--- src/rtl/bus_arbiter_pkg.sv ---
// Shared types and constants for the round-robin bus arbiter.
package bus_arbiter_pkg;

  localparam int unsigned NUM_SRC = 4;
  localparam int unsigned IDX_W   = 2;
  localparam int unsigned BURST_W = 4;
  localparam int unsigned DATA_W  = 4;

  localparam logic [IDX_W-1:0] SRC_A = 2'd0;
  localparam logic [IDX_W-1:0] SRC_B = 2'd1;
  localparam logic [IDX_W-1:0] SRC_C = 2'd2;
  localparam logic [IDX_W-1:0] SRC_D = 2'd3;

  typedef enum logic {
    ST_IDLE = 1'b0,
    ST_XFER = 1'b1
  } state_t;

endpackage

--- src/rtl/bus_arbiter_mux4x1.sv ---
// One-bit 4:1 gate-level mux; s1/s0 select d0..d3.
module mux4x1 (
  input  logic i_s1,
  input  logic i_s0,
  input  logic i_d0,
  input  logic i_d1,
  input  logic i_d2,
  input  logic i_d3,
  output logic o_y_c
);

  assign o_y_c = (~i_s1 & ~i_s0 & i_d0) |
                 (~i_s1 &  i_s0 & i_d1) |
                 ( i_s1 & ~i_s0 & i_d2) |
                 ( i_s1 &  i_s0 & i_d3);

endmodule

--- src/rtl/bus_arbiter_rr_picker.sv ---
// Round-robin search: first set request strictly after i_last, wrapping back to i_last itself.
module rr_picker
  import bus_arbiter_pkg::*;
(
  input  logic [NUM_SRC-1:0] i_req,
  input  logic [IDX_W-1:0]   i_last,
  output logic [NUM_SRC-1:0] o_win_c,
  output logic [IDX_W-1:0]   o_idx_c,
  output logic               o_any_c
);

  logic [IDX_W-1:0] w_cand;

  always_comb begin
    o_win_c = '0;
    o_idx_c = '0;
    o_any_c = 1'b0;
    w_cand  = '0;
    // Offset NUM_SRC wraps to i_last, so the last holder only wins when it is alone.
    for (int unsigned k = 1; k <= NUM_SRC; k++) begin
      w_cand = i_last + IDX_W'(k);
      if (!o_any_c && i_req[w_cand]) begin
        o_any_c = 1'b1;
        o_idx_c = w_cand;
        o_win_c = NUM_SRC'(1) << w_cand;
      end
    end
  end

endmodule

--- src/rtl/bus_arbiter.sv ---
// Four-source round-robin bus arbiter with per-grant burst limit and muxed data output.
module bus_arbiter
  import bus_arbiter_pkg::*;
#(
  parameter int unsigned MAX_BURST = 4
) (
  input  logic               clk,
  input  logic               reset,
  input  logic [NUM_SRC-1:0] req,
  input  logic [DATA_W-1:0]  registerA,
  input  logic [DATA_W-1:0]  registerB,
  input  logic [DATA_W-1:0]  registerC,
  input  logic [DATA_W-1:0]  registerD,
  output logic [NUM_SRC-1:0] gnt,
  output logic               select_x,
  output logic               select_y,
  output logic               bus_valid,
  output logic [DATA_W-1:0]  out
);

  localparam logic [BURST_W-1:0] BURST_LAST = BURST_W'(MAX_BURST - 1);

  state_t               r_state, w_state_nxt;
  logic [NUM_SRC-1:0]   r_gnt,   w_gnt_nxt;
  logic [IDX_W-1:0]     r_sel,   w_sel_nxt;
  logic [IDX_W-1:0]     r_last,  w_last_nxt;
  logic [BURST_W-1:0]   r_burst, w_burst_nxt;
  logic                 r_valid;
  logic                 w_hold_end;
  logic [NUM_SRC-1:0]   w_win;
  logic [IDX_W-1:0]     w_win_idx;
  logic                 w_win_any;
  logic [DATA_W-1:0]    w_mux;

  rr_picker u_picker (
    .i_req   (req),
    .i_last  (r_last),
    .o_win_c (w_win),
    .o_idx_c (w_win_idx),
    .o_any_c (w_win_any)
  );

  always_ff @(posedge clk) begin
    if (reset) begin
      r_state <= ST_IDLE;
      r_gnt   <= '0;
      r_sel   <= SRC_A;
      r_last  <= SRC_D;
      r_burst <= '0;
      r_valid <= 1'b0;
    end else begin
      r_state <= w_state_nxt;
      r_gnt   <= w_gnt_nxt;
      r_sel   <= w_sel_nxt;
      r_last  <= w_last_nxt;
      r_burst <= w_burst_nxt;
      r_valid <= |w_gnt_nxt;
    end
  end

  always_comb begin
    w_state_nxt = r_state;
    w_gnt_nxt   = r_gnt;
    w_sel_nxt   = r_sel;
    w_last_nxt  = r_last;
    w_burst_nxt = r_burst;
    w_hold_end  = 1'b0;
    unique case (r_state)
      ST_IDLE: begin
        if (w_win_any) begin
          w_state_nxt = ST_XFER;
          w_gnt_nxt   = w_win;
          w_sel_nxt   = w_win_idx;
          w_last_nxt  = w_win_idx;
          w_burst_nxt = '0;
        end
      end
      ST_XFER: begin
        w_hold_end = !req[r_sel] || (r_burst == BURST_LAST);
        // Picker excludes the holder unless it is the sole requester, covering re-grant.
        if (!w_hold_end) begin
          w_burst_nxt = r_burst + BURST_W'(1);
        end else if (w_win_any) begin
          w_gnt_nxt   = w_win;
          w_sel_nxt   = w_win_idx;
          w_last_nxt  = w_win_idx;
          w_burst_nxt = '0;
        end else begin
          w_state_nxt = ST_IDLE;
          w_gnt_nxt   = '0;
          w_sel_nxt   = SRC_A;
          w_burst_nxt = '0;
        end
      end
      default: begin
        w_state_nxt = ST_IDLE;
        w_gnt_nxt   = '0;
        w_sel_nxt   = SRC_A;
        w_burst_nxt = '0;
      end
    endcase
  end

  for (genvar b = 0; b < DATA_W; b++) begin : g_mux
    mux4x1 u_mux (
      .i_s1  (r_sel[1]),
      .i_s0  (r_sel[0]),
      .i_d0  (registerA[b]),
      .i_d1  (registerB[b]),
      .i_d2  (registerC[b]),
      .i_d3  (registerD[b]),
      .o_y_c (w_mux[b])
    );
  end

  assign gnt       = r_gnt;
  assign select_x  = r_sel[1];
  assign select_y  = r_sel[0];
  assign bus_valid = r_valid;
  assign out       = w_mux & {DATA_W{r_valid}};

endmodule

--- config.mk ---
export PLATFORM = sky130hd
export DESIGN_NAME = bus_arbiter
export DESIGN_NICKNAME = d
export VERILOG_FILES = /design/src/rtl/bus_arbiter_pkg.sv /design/src/rtl/bus_arbiter_mux4x1.sv /design/src/rtl/bus_arbiter_rr_picker.sv /design/src/rtl/bus_arbiter.sv
export SDC_FILE = /design/constraint.sdc
export NUM_CORES = 1
export LEC_CHECK = 0
export CAP_MARGIN = 20
export CORE_AREA = 5 5 43 72
export CTS_CLUSTER_SIZE = 25
export DETAILED_ROUTE_END_ITERATION = 10
export DIE_AREA = 0 0 48 77
export MAX_ROUTING_LAYER = met4
export PLACE_DENSITY = 0.8
export SETUP_SLACK_MARGIN = 0.1
export SLEW_MARGIN = 10
export SYNTH_ARGS = -nofsm -noshare
export SYNTH_HDL_FRONTEND = slang
export SYNTH_SLANG_ARGS = --single-unit
--- constraint.sdc ---
create_clock -name clk -period 8.81 [get_ports clk]
set_input_delay 1.762 -clock clk [delete_from_list [all_inputs] [get_ports clk]]
set_output_delay 1.762 -clock clk [all_outputs]
set_load 0.02 [all_outputs]
==> qor.txt, run 1 <==
Post-Syn Instances = 133
Area Growth Syn to Fin = 29.9%
top post-synthesis cells by count = dfxtp_1 (14), nor2_1 (13), a21oi_1 (11), ha_1 (9), o21ai_0 (9)
fill cell count = 217
H-tree depth = 1
# diodes = 0
pwr/cell area = 287 nW/um^2
Overflow after GRT = 0
Logic pwr share = 60.9%
sw frac = 43.0%
core footprint = 2460 um^2
Synth Net Count = 164
cells on worst reg2reg path = 6
largest net degree at the start of global routing = 19
Pleak = 0.583 nW
initial core utilization = 47.1%
synthesized area = 1160 um^2
fin crit share = 57.8%
clock network fraction of design power = 12.1%
final WL = 3090 um
Die Height = 77 um
vias in the first global route = 1,132
largest area contributor in the netlist = dfxtp_1
Sink Count = 14
Die X = 48 um
share of layout cells above drive strength 1 = 8.23%
Clk pin slew, worst setup/hold paths = 50 ps
nets = 191
Clock Latency Late Sink = 240 ps
yosys warns = 0
slew margin rel. = 40.8%
TritonCTS clock tree = yes
Setup crit end kind = output port
Final Core Density = 61.2%
first-pass GRT wire length = 4670 um
initial antenna violation count = 0
routed vias = 1,179
Placer Congestion = 0.841
die area = 3700 um^2
minimum clock period = 5090 ps
Slew @ Worst Pin = 886 ps
Flop pwr share = 27.1%
# hold bufs at CTS = 0
count of pins over their slew limit = 0
# Post-CTS Setup Buffers = 0
switching pwr = 0.186 mW
Longest Clk Path Bufs = 2
CTS root buffer = clkbuf_8
number of synthesized flops with an enable pin = 0
register area = 280 um^2
syn avg cell area = 8.72 um^2
ys async rst share = 0%
Area after DPL = 1470 um^2
Final Skew = 0.527 ps
critical path arrival = 3330 ps
Fin. Hold Viols = 0
Final Cell Area = 1510 um^2
Int Pwr = 0.246 mW
CTS Buf Count = 3
Max Freq = 0.196 GHz
Yosys reg bits = 14
DRC violations left = 0
register area share after synthesis = 24.2%
IO Pins = 33
Antenna Nets Post-Route = 0
Synth cell types = 34
Hold Path Depth = 2
crit-path max FO = 1
WS Path Type = input pin to output port
CTS resizes = 0
FP Rows = 24
unrepaired setup endpoints after global routing = false
vias per cell = 6.41
Final TNS setup = 0 ps
status = completed
Synth top area share = 24.2%
crit start category = input pin
Post-synth top flop = dfxtp_1
worst hold path class = flip-flop to flip-flop
DRT iter0 DRCs = 52
count of port buffers added during placement = 32
Finish-stage setup viols = 0
Critical Path RT = 7050 ps
FF-to-FF setup slack = 5610 ps
Worst VDD drop = 0.144 mV
HPWL Detailed = 2420 um
Global Route Usage Sum = 17.3%
TritonRoute pass-1 iters = 4
drt wl/cell = 16.8 um
leading cell type by number of instances after synthesis = dfxtp_1
top cells by area, synth = dfxtp_1 (24%), mux4_2 (16%), ha_1 (9.7%)
maxcap violations = 0
area taken by multi-input logic gates = 798 um^2
-- power by group through the flow --
stage / Sequential, mW / Clock (mW) / Combinational [mW]
6_report: 0.117 / 0.0521 / 0.263
2_1_floorplan: 0.113 / 0 / 0.189
3_3_place_gp: 0.116 / 0 / 0.254
5_1_grt: 0.122 / 0.0548 / 0.284
4_1_cts: 0.117 / 0.0522 / 0.263
3_5_place_dp: 0.118 / 0 / 0.262
-- flip-flops by register name, indices dropped and copies added (netlist names) --
register	flops
gnt	4
r_state	1
r_burst	4
r_last	2
r_sel	2
bus_valid	1
-- per-layer routing --
metal / wire length (um) / vias up / global-route usage [%]
met5: 0 / - / -
li1: - / 552 / -
met2: 1650 / 64 / 29.6
met3: 294 / 8 / 3.04
met4: 81 / 0 / 10.5
met1: 1060 / 555 / 16.2
-- cell usage in the layout (no fill, tap or decap) --
cell type,count
a41oi_1,1
a221o_1,4
inv_2,1
mux4_2,8
nand2b_1,1
nand4_1,2
ha_1,9
or3_1,2
o21ai_0,9
dfxtp_1,14
nor2b_1,5
and2_1,4
nor2_1,13
nand3_1,3
o2111ai_1,1
and3_1,1
a21oi_1,11
nor4_1,2
o311ai_2,1
o211ai_1,1
nand2_1,5
clkbuf_8,3
a22oi_1,2
mux2i_1,2
o2bb2ai_1,1
clkdlybuf4s50_1,32
nor3_1,3
o21bai_1,2
a222oi_1,3
a221oi_1,2
inv_1,8
or2_0,1
o21a_1,1
-- logic make-up (layout without fill, tap and decap cells) --
group,after synthesis,in the layout,synth area share [%]
and+or+nand+nor,42,42,18.1
AOI/OAI and AO/OA,39,39,23.7
buffers and inverters,19,44,7.01
DFF,14,14,24.2
muxes,10,10,17.3
adders and majority gates,9,9,9.71
-- through the flow --
stage / power, mW / setup WS, ps / hold WS, ps / instances
6_report: 0.432 / 3720 / 519 / 184
4_1_cts: 0.432 / 3700 / 523 / 184
2_1_floorplan: 0.301 / 4630 / 469 / 133
3_3_place_gp: 0.370 / 3690 / 493 / 181
5_1_grt: 0.461 / 3690 / 545 / 184
3_5_place_dp: 0.381 / 3700 / 513 / 181
-- area by class of cell --
| cell class | count | share of cell area [%] |
|---|---|---|
| well taps | 26 | 2.16 |
| multi-input cells | 100 | 53.0 |
| flip-flops and latches | 14 | 18.6 |
| inverters | 9 | 2.24 |
| clock buffers | 3 | 2.74 |
| repair buffers | 32 | 21.3 |
-- worst max-delay path: stages --
cell and delay (ps):
clkdlybuf4s50_1 410, mux4_2 460, and2_1 160, clkdlybuf4s50_1 530
-- worst paths after layout --
| path | startpoint | end |
|---|---|---|
| worst max-delay path | registerD[1] | out[1] |
| worst min register to register | r_burst[3]$_SDFFE_PP0P_ | r_burst[3]$_SDFFE_PP0P_ |
| worst min-delay path | r_burst[3]$_SDFFE_PP0P_ | r_burst[3]$_SDFFE_PP0P_ |
| worst max register to register | r_last[0]$_SDFFE_PP1P_ | bus_valid$_SDFF_PP0_ |
(Power assumes the default switching activity.)
==> run 2, diff against run 1 <==
--- a/config.mk
+++ b/config.mk
@@ -6,12 +6,12 @@
 export NUM_CORES = 1
 export LEC_CHECK = 0
 export CAP_MARGIN = 20
-export CORE_AREA = 5 5 43 72
+export CORE_AREA = 5 5 44 74
 export CTS_CLUSTER_SIZE = 25
 export DETAILED_ROUTE_END_ITERATION = 10
-export DIE_AREA = 0 0 48 77
+export DIE_AREA = 0 0 49 79
 export MAX_ROUTING_LAYER = met4
-export PLACE_DENSITY = 0.8
+export PLACE_DENSITY = 0.76
 export SETUP_SLACK_MARGIN = 0.1
 export SLEW_MARGIN = 10
 export SYNTH_ARGS = -nofsm -noshare
==> constraint.sdc (replaced) <==
create_clock -name clk -period 5.05 [get_ports clk]
set_input_delay 1.01 -clock clk [delete_from_list [all_inputs] [get_ports clk]]
set_output_delay 1.01 -clock clk [all_outputs]
set_load 0.02 [all_outputs]
==> run 2 against run 1 <==
Net effect: non-clock buffer count unchanged; clock skew up 0.55 ps; wire length down 3.1%; global-route usage down 0.91 points; via count down 3.6%; worst setup slack worse by 2300 ps; sequential share of layout area about the same; critical path depth unchanged; sequential cell count unchanged; hold slack worse by 18 ps; sequential power up 72%; utilization down 3.8 points; critical path type unchanged; critical endpoint is now out[0]; highest routed layer unchanged.
==> qor.txt, run 2 (synthesized netlist as in run 1, its figures left out) <==
Hold Path Depth = 2
Critical Path RT = 4040 ps
maxcap violations = 0
Area after DPL = 1470 um^2
pwr/cell area = 496 nW/um^2
minimum clock period = 3600 ps
final WL = 2990 um
DRT iter0 DRCs = 46
Worst R2R Start = r_last[0]$_SDFFE_PP1P_
Slew @ Worst Pin = 874 ps
vias in the first global route = 1,014
Longest Clk Path Bufs = 2
FF-to-FF setup slack = 1900 ps
crit-path max cell delay = 530 ps
Setup crit end kind = output port
Int Pwr = 0.430 mW
nets = 191
DRC violations left = 0
Max Freq = 0.278 GHz
CTS root buffer = clkbuf_8
Clk pin slew, worst setup/hold paths = 60 ps
count of port buffers added during placement = 32
Worst VDD drop = 0.210 mV
core footprint = 2630 um^2
initial antenna violation count = 0
Die Height = 79 um
status = completed
CTS Buf Count = 3
Worst R2R End = bus_valid$_SDFF_PP0_
final setup margin = 1450 ps
most frequent CP cell = clkdlybuf4s50_1
routed vias = 1,136
crit-path max FO = 1
Clock Latency Late Sink = 240 ps
Fin. Hold Viols = 0
Pleak = 0.583 nW
# hold bufs at CTS = 0
largest net degree at the start of global routing = 19
vias per cell = 6.14
HPWL Detailed = 2390 um
Flop pwr share = 26.9%
Logic pwr share = 61.2%
WP depth = 4
sw frac = 42.5%
worst hold path class = flip-flop to flip-flop
delay-heaviest family, CP = buffers and inverters
worst path buffer plus inverter count = 2
Global Route Usage Sum = 16.3%
Overflow after GRT = 0
count of pins over their slew limit = 0
# Post-CTS Setup Buffers = 0
Min Hold Slack = 501 ps
# diodes = 0
critical path arrival = 2590 ps
IO Pins = 33
Die X = 49 um
Antenna Nets Post-Route = 0
Sink Count = 14
crit start category = input pin
Pwr Total = 0.748 mW
Placer Congestion = 0.901
unrepaired setup endpoints after global routing = false
WS Path Type = input pin to output port
die area = 3870 um^2
TritonRoute pass-1 iters = 4
Place WS = 1430 ps
share of layout cells above drive strength 1 = 8.23%
most frequent cells in the layout = clkdlybuf4s50_1 (32), dfxtp_1 (14), nor2_1 (13)
Cell Chain, Critical Path = clkdlybuf4s50_1, mux4_2, and2_1, clkdlybuf4s50_1
Area Growth Syn to Fin = 30.0%
initial core utilization = 44.1%
cells on worst reg2reg path = 6
slowest stage cell, crit path = clkdlybuf4s50_1
Final Skew = 1.08 ps
H-tree depth = 1
Final Cell Area = 1510 um^2
switching pwr = 0.318 mW
TritonCTS clock tree = yes
first-pass GRT wire length = 4970 um
Critical Path End = out[0]
Final TNS setup = 0 ps
drt wl/cell = 16.2 um
FP Rows = 25
CTS resizes = 0
slew margin rel. = 41.6%
commonest non-fill, non-tap cell in the layout = clkdlybuf4s50_1
Finish-stage setup viols = 0
clock network fraction of design power = 11.9%
CP startpoint = registerC[0]
fin crit share = 71.3%
[run 2: cell counts in the layout (fill, tap and decap cells not counted)]
No cell type changed its count.
[run 2: tightest hold or removal path, delay by kind of cell (launching register included)]
family	cells	cell delay (ps)
DFF	1	320
AOI/OAI and AO/OA	2	130
[run 2: routing by layer]
| layer | up-vias | part of all wire [%] | GRT usage (%) |
|---|---|---|---|
| met3 | 4 | 6.0 | 2.44 |
| met5 | - | 0 | - |
| li1 | 550 | - | - |
| met1 | 540 | 39 | 17.4 |
| met2 | 42 | 53 | 29.7 |
| met4 | 0 | 1.9 | 6.47 |
[run 2: power groups by stage]
stage                     Clock (mW)  Sequential (mW)  Combinational (mW)
after floorplan                    0            0.197               0.329
after global placement             0            0.202               0.447
after detailed placement           0            0.205               0.457
after CTS                     0.0907            0.202               0.458
after global routing          0.0933            0.211               0.498
final                         0.0892            0.201               0.457
[run 2: layout make-up]
| cell class | instances | area (um^2) |
|---|---|---|
| clock buffer | 3 | 41.3 |
| sequential | 14 | 280 |
| fill | 247 | 1120 |
| multi-input combinational | 100 | 798 |
| tap | 27 | 33.8 |
| timing repair buffer | 32 | 320 |
| inverter | 9 | 33.8 |
[run 2: worst min-delay path by stage]
stage                                 start                 endpoint  slack [ps]
CTS                 r_burst[3]$_SDFFE_PP0P_  r_burst[3]$_SDFFE_PP0P_         510
floorplan           r_burst[3]$_SDFFE_PP0P_  r_burst[3]$_SDFFE_PP0P_         470
detailed placement  r_burst[3]$_SDFFE_PP0P_  r_burst[3]$_SDFFE_PP0P_         500
global route        r_burst[3]$_SDFFE_PP0P_  r_burst[3]$_SDFFE_PP0P_         530
global placement    r_burst[3]$_SDFFE_PP0P_  r_burst[3]$_SDFFE_PP0P_         500
finish              r_burst[3]$_SDFFE_PP0P_  r_burst[3]$_SDFFE_PP0P_         500
[run 2: metrics by stage]
step / util [%] / std cells
2_1_floorplan: - / 133
3_3_place_gp: 55.8 / 182
3_5_place_dp: 55.8 / 182
4_1_cts: 57.4 / 185
5_1_grt: 57.4 / 185
6_report: 57.4 / 185
